<file path="config.mk">
export PLATFORM = sky130hd
export DESIGN_NAME = mac_sequence_ctrl
export DESIGN_NICKNAME = d
export VERILOG_FILES = /design/src/rtl/mac_sequence_ctrl_pkg.sv /design/src/rtl/mac_sequence_ctrl_latency_timer.sv /design/src/rtl/mac_sequence_ctrl.sv
export SDC_FILE = /design/constraint.sdc
export NUM_CORES = 1
export LEC_CHECK = 0
export BUFFER_PORTS_ARGS = -buffer_cell sky130_fd_sc_hd__clkbuf_2
export CORE_MARGIN = 5
export CORE_UTILIZATION = 48
export CTS_CLUSTER_DIAMETER = 80
export DETAILED_ROUTE_END_ITERATION = 8
export HOLD_SLACK_MARGIN = 0.06
export MAX_ROUTING_LAYER = met4
export PLACE_DENSITY = 0.79
export SLEW_MARGIN = 30
export SYNTH_ARGS = -nofsm -noshare
export SYNTH_HDL_FRONTEND = slang
export SYNTH_SLANG_ARGS = --single-unit
</file>
<file path="constraint.sdc">
create_clock -name clock_100Mhz -period 1.7 [get_ports clock_100Mhz]
set_input_delay 0.17 -clock clock_100Mhz [delete_from_list [all_inputs] [get_ports clock_100Mhz]]
set_output_delay 0.17 -clock clock_100Mhz [all_outputs]
set_load 0.03 [all_outputs]
</file>
<file path="src/rtl/mac_sequence_ctrl_pkg.sv">
// rtl/mac_sequence_ctrl_pkg.sv - shared states and latency constants for the MAC sequencer
package mac_sequence_ctrl_pkg;

  typedef enum logic [1:0] {
    ST_IDLE  = 2'd0,
    ST_ARMED = 2'd1,
    ST_WAIT  = 2'd2
  } state_e;

  localparam int MEM_LAT_DEF = 1;
  localparam int DSP_LAT_DEF = 3;
  localparam int TOTAL_LAT   = MEM_LAT_DEF + DSP_LAT_DEF;

  function automatic int total_lat(input int mem_lat, input int dsp_lat);
    return mem_lat + dsp_lat;
  endfunction

endpackage

</file>
<file path="src/rtl/mac_sequence_ctrl_latency_timer.sv">
// rtl/mac_sequence_ctrl_latency_timer.sv - loadable down-counter with zero flag
module mac_sequence_ctrl_latency_timer #(
  parameter int CNT_W = 3
) (
  input  logic             clk_i,
  input  logic             rst_ni,
  input  logic             load_i,
  input  logic [CNT_W-1:0] load_val_i,
  output logic             zero_o
);

  logic [CNT_W-1:0] cnt_q;

  // Holds at zero once expired so the owner decides when to reload.
  always_ff @(posedge clk_i or negedge rst_ni) begin
    if (!rst_ni) begin
      cnt_q <= '0;
    end else if (load_i) begin
      cnt_q <= load_val_i;
    end else if (cnt_q != '0) begin
      cnt_q <= cnt_q - CNT_W'(1);
    end
  end

  assign zero_o = (cnt_q == '0);

endmodule

</file>
<file path="src/rtl/mac_sequence_ctrl.sv">
// rtl/mac_sequence_ctrl.sv - address walker and result capture for the BRAM-fed A*B+C datapath
module mac_sequence_ctrl
  import mac_sequence_ctrl_pkg::*;
#(
  parameter int ADDR_W  = 3,
  parameter int DEPTH   = 8,
  parameter int MEM_LAT = MEM_LAT_DEF,
  parameter int DSP_LAT = DSP_LAT_DEF,
  parameter int P_W     = 37
) (
  input  logic              clock_100Mhz,
  input  logic              reset,
  input  logic              start,
  input  logic              abort,
  input  logic              mode_cont,
  input  logic              step_en,
  input  logic [P_W-1:0]    p_in,
  output logic              mem_en,
  output logic [ADDR_W-1:0] mem_addr,
  output logic [P_W-1:0]    result,
  output logic [ADDR_W-1:0] result_addr,
  output logic              result_valid,
  output logic              busy,
  output logic              done,
  output logic              overrun
);

  localparam int                LAT       = total_lat(MEM_LAT, DSP_LAT);
  localparam int                CNT_W     = $clog2(LAT + 1);
  localparam logic [CNT_W-1:0]  LOAD_VAL  = CNT_W'(LAT - 1);
  localparam logic [ADDR_W-1:0] LAST_ADDR = ADDR_W'(DEPTH - 1);

  state_e              state_q;
  logic [ADDR_W-1:0]   mem_addr_q;
  logic [P_W-1:0]      result_q;
  logic [ADDR_W-1:0]   result_addr_q;
  logic                result_valid_q;
  logic                done_q;
  logic                overrun_q;
  logic                timer_load;
  logic                timer_zero;

  assign timer_load = !abort && (state_q == ST_ARMED) && step_en;

  mac_sequence_ctrl_latency_timer #(
    .CNT_W (CNT_W)
  ) u_timer (
    .clk_i      (clock_100Mhz),
    .rst_ni     (reset),
    .load_i     (timer_load),
    .load_val_i (LOAD_VAL),
    .zero_o     (timer_zero)
  );

  always_ff @(posedge clock_100Mhz or negedge reset) begin
    if (!reset) begin
      state_q        <= ST_IDLE;
      mem_addr_q     <= '0;
      result_q       <= '0;
      result_addr_q  <= '0;
      result_valid_q <= 1'b0;
      done_q         <= 1'b0;
      overrun_q      <= 1'b0;
    end else begin
      result_valid_q <= 1'b0;
      done_q         <= 1'b0;
      if (abort) begin
        state_q    <= ST_IDLE;
        mem_addr_q <= '0;
      end else begin
        case (state_q)
          ST_IDLE: begin
            if (start) begin
              state_q    <= ST_ARMED;
              mem_addr_q <= '0;
              overrun_q  <= 1'b0;
            end
          end
          ST_ARMED: begin
            if (step_en) state_q <= ST_WAIT;
          end
          ST_WAIT: begin
            // A pace tick arriving mid-flight is lost; flag it for the operator.
            if (step_en) overrun_q <= 1'b1;
            if (timer_zero) begin
              result_q       <= p_in;
              result_addr_q  <= mem_addr_q;
              result_valid_q <= 1'b1;
              if (mem_addr_q == LAST_ADDR) begin
                mem_addr_q <= '0;
                if (mode_cont) begin
                  state_q <= ST_ARMED;
                end else begin
                  state_q <= ST_IDLE;
                  done_q  <= 1'b1;
                end
              end else begin
                mem_addr_q <= mem_addr_q + ADDR_W'(1);
                state_q    <= ST_ARMED;
              end
            end
          end
          default: state_q <= ST_IDLE;
        endcase
      end
    end
  end

  assign busy         = (state_q != ST_IDLE);
  assign mem_en       = busy;
  assign mem_addr     = mem_addr_q;
  assign result       = result_q;
  assign result_addr  = result_addr_q;
  assign result_valid = result_valid_q;
  assign done         = done_q;
  assign overrun      = overrun_q;

endmodule
</file>
==> Yosys cells after proc, flatten, opt, wreduce, memory -nomap -nowiden <==
Index checks and enable logic that the tools add are counted.
Widths: inputs -> output; s select.
{ "classes": {"n_addsub": 2, "mul": 0, "div": 0, "n_lt_le_gt_ge": 0, "n_eq_ne": 8, "shifts": 0, "muxes": 25, "n_bitwise": 1, "reduce_logical": 14} }
{ "ops": {"columns": ["op", "n"], "rows": [
  ["$mux 3", 6],
  ["$mux 1", 11],
  ["$mux 2", 5],
  ["$ne 3x3->1 const B", 3],
  ["$reduce_and 3->1", 3],
  ["$pmux 2 s3", 1],
  ["$pmux 3 s2", 1],
  ["$reduce_bool 2->1", 3],
  ["$reduce_bool 3->1", 2],
  ["$ne 2x2->1 const B", 2],
  ["$reduce_and 4->1", 1],
  ["$add 3x1->3 const B", 1],
  ["$eq 3x3->1 const B", 1],
  ["$logic_not 3->1", 1],
  ["$sub 3x1->3 const B", 1],
  ["$eq 2x1->1 const B", 1],
  ["$eq 2x2->1 const B", 1],
  ["$logic_and 1x1->1", 2],
  ["$logic_not 2->1", 1],
  ["$pmux 1 s2", 1],
  ["$logic_not 1->1", 1],
  ["$not 1->1", 1]
]} }
{ "totals": {"ff_bits": 51, "latchBits": 0, "mem_bits_rw": 0, "mem_bits_ro": 0, "output_inout_bits": 48, "elab_cells": 58, "n_memories": 0} }

==> Depth between registers and ports, before layout <==
Gate-level depths: netlist (run 1).
{ "logic_depth": {"word_depth": 5, "ltp_mapped": 7, "mapped_depth_nobuf": 6} }

==> Hierarchy <==
Synthesis (run 1) repeated with hierarchy kept, for this count alone.
{ "unflattened": {"cells_unflattened": 150, "hier_area_um2": 2322.2} }
{ "modules_own_cells": {"columns": ["module", "n_inst", "cells_per_inst", "area_per_inst_um2", "seq_area_each_um2"], "rows": [
  ["mac_sequence_ctrl", 1, 129, 2122.0, 1201.2],
  ["mac_sequence_ctrl_latency_timer", 1, 21, 200.2, 75.1]
]} }

==> Worst setup path before layout (run 1) <==
Ideal clock, no wire load.
{ "synth_timing": {"kind": "flip-flop to flip-flop", "start": "register u_timer.cnt_q[0]", "end": "register result_q[0] (netlist: result[0])", "setup_time_ns": 0.125, "t_arrival_ns": 1.382, "t_required_ns": 1.575, "setup_slack_ns": 0.193, "path_stages_with_launch": 8, "n_path_buf": 1, "path_cell_list": "dfrtp_1 -> inv_1 -> ha_1 -> ha_1 -> nand3_4 -> inv_6 -> buf_12 -> mux2_4"} }
{ "synth_via": {"elab_chain_cells": 2} }
{ "synth_lines": {"columns": ["element", "line", "source"], "rows": [
  ["from (decl)", "mac_sequence_ctrl_latency_timer.sv:12", "logic [CNT_W-1:0] cnt_q;"],
  ["from (signal assigned)", "mac_sequence_ctrl_latency_timer.sv:19", "cnt_q <= load_val_i;"],
  ["from (signal assigned)", "mac_sequence_ctrl_latency_timer.sv:21", "cnt_q <= cnt_q - CNT_W'(1);"],
  ["$logic_not 3->1", "mac_sequence_ctrl_latency_timer.sv:25", "assign zero_o = (cnt_q == '0);"],
  ["$reduce_and 3->1 (no source line)", null, null],
  ["to (signal assigned)", "mac_sequence_ctrl.sv:86", "result_q <= p_in;"],
  ["to (decl)", "mac_sequence_ctrl.sv:35", "logic [P_W-1:0] result_q;"]
]} }
No other way between the ends.
A chain may end at the register's enable or synchronous reset.

==> Worst setup path in the final report (run 1) <==
{ "layout_timing": {"start": "register u_timer.cnt_q[0]", "end": "register result_q[24] (netlist: result[24])"} }
Same word-level chain as after synthesis.

==> results of run 1 <==
==> final timing paths <==
| kind | from | to | slack, ns | depth (start not counted) |
|---|---|---|---|---|
| setup / recovery | u_timer.cnt_q[0] | result[24] | 0.07 | 7 |
| setup reg to reg | u_timer.cnt_q[0] | result[24] | 0.07 | 7 |
| hold reg to reg | result[24] | result[24] | 0.50 | 1 |
| hold / removal | p_in[4] | result[4] | 0.09 | 2 |
| min in group asynchronous | reset | result[2] | 0.41 | 3 |
| max in group asynchronous | reset | result[33] | 1.03 | 3 |
==> metrics by stage <==
| stage | power (mW) | hold WS [ns] | setup TNS (ns) | instance area, um^2 | util [%] |
|---|---|---|---|---|---|
| after global routing | 4.97 | 0.0739 | -0.00306 | 2990 | 63.8 |
| final | 4.72 | 0.0876 | 0 | 2990 | 63.8 |
| after CTS | 4.76 | 0.0844 | 0 | 2930 | 62.4 |
| after detailed placement | 3.92 | 0.186 | 0 | 2810 | 59.9 |
| after global placement | 3.87 | 0.178 | 0 | 2810 | 59.9 |
| after floorplan | 3.31 | -0.126 | 0 | 2300 | - |
==> final cells by class <==
cell class / count / area share [%]
Clock inverter: 2 / 1.25
Sequential cell: 51 / 42.7
Inverter: 5 / 1.05
Timing Repair Buffer: 105 / 20.7
Clock buffer: 5 / 2.30
Multi-Input combinational cell: 81 / 29.7
Tap cell: 54 / 2.26
==> cells by family (layout without fill, tap and decap cells) <==
kind of cell | after synthesis | count (layout) | synth area share, %
flops | 51 | 51 | 55.6
mux | 42 | 42 | 26.9
fa+ha+maj | 4 | 4 | 2.18
buf+inv | 13 | 117 | 5.78
simple gates | 22 | 22 | 5.99
xor+xnor | 1 | 1 | 0.382
compound gates | 12 | 12 | 3.16
==> worst register-to-register path, delay by kind of cell, from the launching register on <==
family / cells / cell delay, ns
flops: 1 / 0.40
fa+ha+maj: 2 / 0.37
buf+inv: 3 / 0.32
mux: 1 / 0.32
simple gates: 1 / 0.11
==> layer usage <==
metal | vias up | wire length [um]
li1 | 709 | -
met1 | 727 | 2110
met2 | 56 | 2320
met3 | 7 | 322
met4 | 0 | 52
met5 | - | 0
==> registers in the layout, summed over array words and instances (netlist names) <==
| register | flops |
|---|---|
| result | 37 |
| mem_addr | 3 |
| result_addr | 3 |
| u_timer.cnt_q | 3 |
| state_q | 2 |
| done | 1 |
| overrun | 1 |
| result_valid | 1 |
==> power groups by stage <==
stage               clock network [mW]  registers [mW]  logic (mW)
floorplan                            0            2.57       0.739
global placement                     0            1.87        2.00
detailed placement                   0            1.87        2.05
CTS                              0.842            1.85        2.06
global route                     0.915            1.90        2.15
finish                           0.824            1.85        2.04
==> synth_stat cells <==
library cell,count
sky130_fd_sc_hd__nand4b_1,1
sky130_fd_sc_hd__nand2b_1,1
sky130_fd_sc_hd__nand3_4,1
sky130_fd_sc_hd__and2_1,1
sky130_fd_sc_hd__or2_2,1
sky130_fd_sc_hd__inv_1,4
sky130_fd_sc_hd__nand3b_1,1
sky130_fd_sc_hd__a22o_1,1
sky130_fd_sc_hd__nor3b_1,1
sky130_fd_sc_hd__o21ai_1,3
sky130_fd_sc_hd__mux2_1,1
sky130_fd_sc_hd__xor2_1,1
sky130_fd_sc_hd__a21oi_1,4
sky130_fd_sc_hd__nand4_1,2
sky130_fd_sc_hd__mux2i_1,1
sky130_fd_sc_hd__ha_1,4
sky130_fd_sc_hd__nor2_1,4
sky130_fd_sc_hd__buf_12,4
sky130_fd_sc_hd__nor2_4,1
sky130_fd_sc_hd__inv_6,1
sky130_fd_sc_hd__nand2_1,4
sky130_fd_sc_hd__buf_6,1
sky130_fd_sc_hd__dfrtp_1,51
sky130_fd_sc_hd__mux2_2,1
sky130_fd_sc_hd__buf_2,2
sky130_fd_sc_hd__buf_4,1
sky130_fd_sc_hd__a311oi_1,1
sky130_fd_sc_hd__nor3_1,1
sky130_fd_sc_hd__a21o_1,1
sky130_fd_sc_hd__nor2b_1,3
sky130_fd_sc_hd__o211ai_1,1
sky130_fd_sc_hd__o21ai_0,1
sky130_fd_sc_hd__mux2_4,39
==> placed cells by master, fill, tap and decap left out, types with 2 or more instances in the layout <==
master,n
sky130_fd_sc_hd__nand4_1,2
sky130_fd_sc_hd__buf_12,3
sky130_fd_sc_hd__dfrtp_1,51
sky130_fd_sc_hd__nor2_1,4
sky130_fd_sc_hd__a21oi_1,4
sky130_fd_sc_hd__nor2b_1,3
sky130_fd_sc_hd__clkbuf_8,5
sky130_fd_sc_hd__o21ai_1,3
sky130_fd_sc_hd__nand2_1,4
sky130_fd_sc_hd__mux2_4,39
sky130_fd_sc_hd__inv_1,4
sky130_fd_sc_hd__ha_1,3
sky130_fd_sc_hd__clkbuf_2,90
sky130_fd_sc_hd__buf_4,10
==> timing repair <==
item                                    CTS  global route
hold endpoints to repair                 51             0
endpoints found under the setup margin   15            34
hold buffers                              1             0
gates cloned                              0             1
resized for setup                         1             2
buffers inserted                          0             4
==> impl_metrics.sql, run 1 <==
INSERT INTO impl_metrics (metric_group, metric, value, unit) VALUES
('placed_design', 'numPortBuffers', '90', ''),
('synthesis', 'synth_cell_type_count', '33', ''),
('cts', 'tritoncts', 'built', ''),
('global_route', 'globalRouteMet3Util', '4.42', '%'),
('global_route', 'grt_first_pass_wirelength', '7.71', 'mm'),
('global_route', 'busiest_layer', 'met2', ''),
('synthesis', 'yosysWarnings', '0', ''),
('timing', 'setup_viol', '0', ''),
('hold_path', 'worstHoldPathType', 'in2reg', ''),
('placed_design', 'hpwlAfterDp', '3.62', 'mm'),
('synthesis', 'synth_largest_area_cell', 'sky130_fd_sc_hd__dfrtp_1', ''),
('timing', 'report.final.hold_viol_count', '0', ''),
('power', 'p_int', '2.90', 'mW'),
('global_route', 'overall_routing_resource_usage', '16.1', '%'),
('floorplan', 'die_w', '79.2', 'um'),
('drt', 'drtAntennaViolNets', '0', ''),
('setup_path', 'sequence_of_cells_on_the_critical_path', 'inv_1 > ha_1 > ha_2 > nand3_4 > clkinv_8 > buf_12 > mux2_1', ''),
('cts', 'htree_num_levels', '2', ''),
('drt', 'vias', '1499', ''),
('timing', 'postLayoutSetupSlackWorst', '0.0687', 'ns'),
('synthesis', 'syn_inst', '145', ''),
('power', 'share_clk_of_total_power', '17.5', '%'),
('timing', 'worst_slew_pin_slew', '0.321', 'ns'),
('setup_path', 'criticalPathCategory', 'reg2reg', ''),
('global_route', 'overflow', '0', ''),
('cts', 'number_of_buffers_added_by_the_clock_tree_synthesis_step', '5', ''),
('setup_path', 'buffers_inverters_on_critical_path', '3', ''),
('power', 'net-switching-power', '1.82', 'mW'),
('finish', 'fin_cells', '303', ''),
('synthesis', 'post_synth_net_total', '192', ''),
('cts', 'clk_latency', '0.31', 'ns'),
('setup_path', 'cp_slowest_stage_delay', '0.40', 'ns'),
('setup_path', 'cp-start-kind', 'flop', ''),
('global_route', 'grt_max_degree', '28', ''),
('synthesis', 'yosys_register_bits', '51', ''),
('finish', 'n_fill_cell', '360', ''),
('cts', 'clockRootBuffer', 'sky130_fd_sc_hd__clkbuf_8', ''),
('drt', 'wl_per_cell', '15.9', 'um'),
('power', 'pwr_density_cell', '1580', 'mW/mm^2'),
('floorplan', 'floorplan.die_area', '0.00627', 'mm^2'),
('placed_design', 'gp_routability_congestion', '0.782', ''),
('finish', 'multiInputGateArea', '890', 'um^2'),
('synthesis', 'synth_area', '0.00230', 'mm^2'),
('global_route', 'met1_usage', '21.6', '%'),
('floorplan', 'initial_utilization', '48.9', '%'),
('cts', 'numClockSinks', '51', ''),
('cts', 'clkSlewWorstSetupHoldPaths', '0.09', 'ns'),
('global_route', 'first_global_vias', '1620', ''),
('floorplan', 'core.rowCount', '25', ''),
('timing', 'fin_crit', '1.63', 'ns'),
('drt', 'first_pass_iters', '2', ''),
('power', 'power.share.sequential', '39.2', '%'),
('power', 'power_switching_share', '38.6', '%'),
('setup_path', 'critPathCaptureType', 'flop', ''),
('finish', 'antenna_cells_inserted', '0', ''),
('placed_design', 'post_placement_setup_slack', '0.00350', 'ns'),
('power', 'irDropWorstVdd', '586', 'uV'),
('floorplan', 'num_io_pins', '91', ''),
('job', 'max_cap_violations', '0', ''),
('setup_path', 'crit_required', '1.89', 'ns'),
('timing', 'max_slew_margin', '78.6', '%'),
('floorplan', 'core-area', '0.00469', 'mm^2'),
('drt', 'vias_per_cell', '4.95', ''),
('global_route', 'grt_antenna_before_repair', '0', ''),
('timing', 'fin_skew', '0.00933', 'ns'),
('drt', 'detailedRoute.firstIterationViolations', '41', ''),
('setup_path', 'crit_fanout', '10', ''),
('timing', 'peak_clock_frequency_supported_by_timing', '613', 'MHz'),
('status', 'outcome', 'finished, final reports clean', ''),
('finish', 'area_delta_synth_final', '30.3', '%'),
('drt', 'postRouteWirelength', '4.81', 'mm');
(Power assumes the default switching activity.)
==> run 2, diff against run 1 <==
- PLACE_DENSITY: 0.79 -> 0.76
==> impl_metrics.sql, run 2 (synthesis results as in run 1) <==
INSERT INTO impl_metrics (metric_group, metric, value, unit) VALUES
('floorplan', 'core-area', '0.00469', 'mm^2'),
('timing', 'report.final.hold_viol_count', '0', ''),
('power', 'net-switching-power', '1.78', 'mW'),
('drt', 'drc', '0', ''),
('drt', 'postRouteWirelength', '4.47', 'mm'),
('drt', 'vias_per_cell', '4.88', ''),
('power', 'pwr_density_cell', '1630', 'mW/mm^2'),
('placed_design', 'gp_routability_congestion', '0.777', ''),
('setup_path', 'ff2ff_setup_slack', '0.1', 'ns'),
('power', 'share_clk_of_total_power', '19.9', '%'),
('timing', 'worst_slew_pin_slew', '0.503', 'ns'),
('floorplan', 'initial_utilization', '48.9', '%'),
('job', 'max_cap_violations', '0', ''),
('placed_design', 'hpwlAfterDp', '3.39', 'mm'),
('global_route', 'met1_usage', '19.8', '%'),
('cts', 'htree_num_levels', '2', ''),
('placed_design', 'numPortBuffers', '90', ''),
('floorplan', 'die_w', '79.2', 'um'),
('floorplan', 'num_io_pins', '91', ''),
('setup_path', 'cp-start-kind', 'flop', ''),
('finish', 'finalNetCount', '290', ''),
('timing', 'final.period_utilization', '94.3', '%'),
('floorplan', 'floorplan.die_area', '0.00627', 'mm^2'),
('cts', 'number_of_buffers_added_by_the_clock_tree_synthesis_step', '5', ''),
('global_route', 'grt_use_met2', '24.0', '%'),
('cts', 'clk_latency', '0.29', 'ns'),
('drt', 'vias', '1454', ''),
('finish', 'area_delta_synth_final', '29.3', '%'),
('setup_path', 'crit_arrival', '1.79', 'ns'),
('cts', 'clockRootBuffer', 'sky130_fd_sc_hd__clkbuf_8', ''),
('cts', 'postCtsSetupRepairBufs', '0', ''),
('finish', 'final_design_area_no_fill', '0.00297', 'mm^2'),
('placed_design', 'post_placement_setup_slack', '0.0530', 'ns'),
('timing', 'drv_slew', '0', ''),
('setup_path', 'critPathCaptureType', 'flop', ''),
('finish', 'mostFrequentLayoutCells', '90 x sky130_fd_sc_hd__clkbuf_2, 51 x sky130_fd_sc_hd__dfrtp_1, 39 x sky130_fd_sc_hd__mux2_4, 5 x sky130_fd_sc_hd__clkbuf_8', ''),
('placed_design', 'dpl-instance-area', '0.00282', 'mm^2'),
('setup_path', 'crit_fanout', '14', ''),
('power', 'power.static_leakage', '1.60', 'nW'),
('power', 'power.total', '4.83', 'mW'),
('drt', 'drtAntennaViolNets', '0', ''),
('power', 'power_switching_share', '36.8', '%'),
('cts', 'tritoncts', 'built', ''),
('drt', 'first_pass_iters', '4', ''),
('cts', 'clkSlewWorstSetupHoldPaths', '0.09', 'ns'),
('timing', 'fin_crit', '1.60', 'ns'),
('power', 'irDropWorstVdd', '704', 'uV'),
('timing', 'hold-worst-slack', '0.102', 'ns'),
('global_route', 'first_global_vias', '1494', ''),
('global_route', 'grt_antenna_before_repair', '0', ''),
('global_route', 'globalRouteMet3Util', '4.20', '%'),
('cts', 'cts_max_path_buffers', '2', ''),
('timing', 'peak_clock_frequency_supported_by_timing', '624', 'MHz'),
('global_route', 'overflow', '0', ''),
('global_route', 'overall_routing_resource_usage', '15.3', '%'),
('timing', 'fin_skew', '0.00541', 'ns'),
('cts', 'numClockSinks', '51', ''),
('finish', 'antenna_cells_inserted', '0', ''),
('setup_path', 'criticalPathCategory', 'reg2reg', ''),
('timing', 'postLayoutSetupSlackWorst', '0.0971', 'ns'),
('global_route', 'grt_first_pass_wirelength', '7.33', 'mm'),
('setup_path', 'crit_required', '1.88', 'ns'),
('finish', 'mostFrequentLayoutCell', 'sky130_fd_sc_hd__clkbuf_2', ''),
('power', 'p_int', '3.05', 'mW'),
('finish', 'largest_register_ff_count', '37', ''),
('global_route', 'busiest_layer', 'met2', ''),
('drt', 'wl_per_cell', '15.0', 'um'),
('timing', 'setup_repair_after_global_routing_missed_its_margin', 'no', ''),
('floorplan', 'die_height', '79.2', 'um'),
('floorplan', 'core.rowCount', '25', ''),
('hold_path', 'worstHoldPathType', 'in2reg', ''),
('finish', 'final_layout_size_suffix_gt1_share', '61.5', '%'),
('drt', 'detailedRoute.firstIterationViolations', '51', ''),
('timing', 'fin_tns_setup', '0', 'ns'),
('timing', 'setup_viol', '0', ''),
('status', 'outcome', 'finished, final reports clean', ''),
('global_route', 'grt_max_degree', '34', ''),
('power', 'combinationalPowerShare', '42.1', '%'),
('power', 'power.share.sequential', '38.1', '%'),
('timing', 'max_slew_margin', '66.5', '%');
==> run 2: area by class of cell <==
class / count / area [um^2]
multi-input cells: 81 / 890
flip-flops and latches: 51 / 1280
repair buffers: 99 / 571
clock buffers: 6 / 72.6
clock inverters: 2 / 60.1
well taps: 54 / 67.6
fillers: 370 / 1720
inverters: 5 / 31.3
==> run 2: what timing repair did <==
item / CTS / global route
endpoints found under the hold margin: 18 / 0
setup endpoints to repair: 0 / 18
gates resized for setup: 0 / 3
hold buffers: 1 / 0
==> run 2: path summary, 6_finish.rpt <==
check                                 start          endpoint  cells past startpoint
setup / recovery           u_timer.cnt_q[0]        result[11]                      7
hold / removal                     p_in[21]        result[21]                      2
setup reg to reg           u_timer.cnt_q[0]        result[11]                      7
hold reg to reg            u_timer.cnt_q[1]  u_timer.cnt_q[1]                      2
max in group asynchronous             reset        result[33]                      3
min in group asynchronous             reset         result[2]                      2
==> run 2: power groups by stage <==
stage / combinational [mW] / clock [mW] / sequential [mW]
detailed placement: 2.03 / 0 / 1.86
floorplan: 0.739 / 0 / 2.57
CTS: 2.05 / 0.988 / 1.84
global placement: 2.00 / 0 / 1.86
finish: 2.03 / 0.959 / 1.84
global route: 2.16 / 1.06 / 1.88
==> run 2: worst max-delay path, stage by stage (launching register included) <==
cell and delay, ns:
sky130_fd_sc_hd__dfrtp_1 0.40, sky130_fd_sc_hd__inv_1 0.06, sky130_fd_sc_hd__ha_1 0.14, sky130_fd_sc_hd__ha_2 0.20
sky130_fd_sc_hd__nand3_4 0.11, sky130_fd_sc_hd__clkinv_8 0.10, sky130_fd_sc_hd__buf_12 0.17, sky130_fd_sc_hd__mux2_4 0.31
==> run 2: stage by stage <==
| stage | utilization [%] | cells |
|---|---|---|
| after floorplan | - | 145 |
| after global placement | 60.0 | 289 |
| after detailed placement | 60.0 | 289 |
| after CTS | 63.0 | 298 |
| after global routing | 63.3 | 298 |
| final | 63.3 | 298 |
==> run 2: routing by layer <==
metal,vias up,part of all wire [%]
li1,694,-
met1,699,45
met2,56,47
met3,5,7.1
met4,0,1.0
met5,-,0
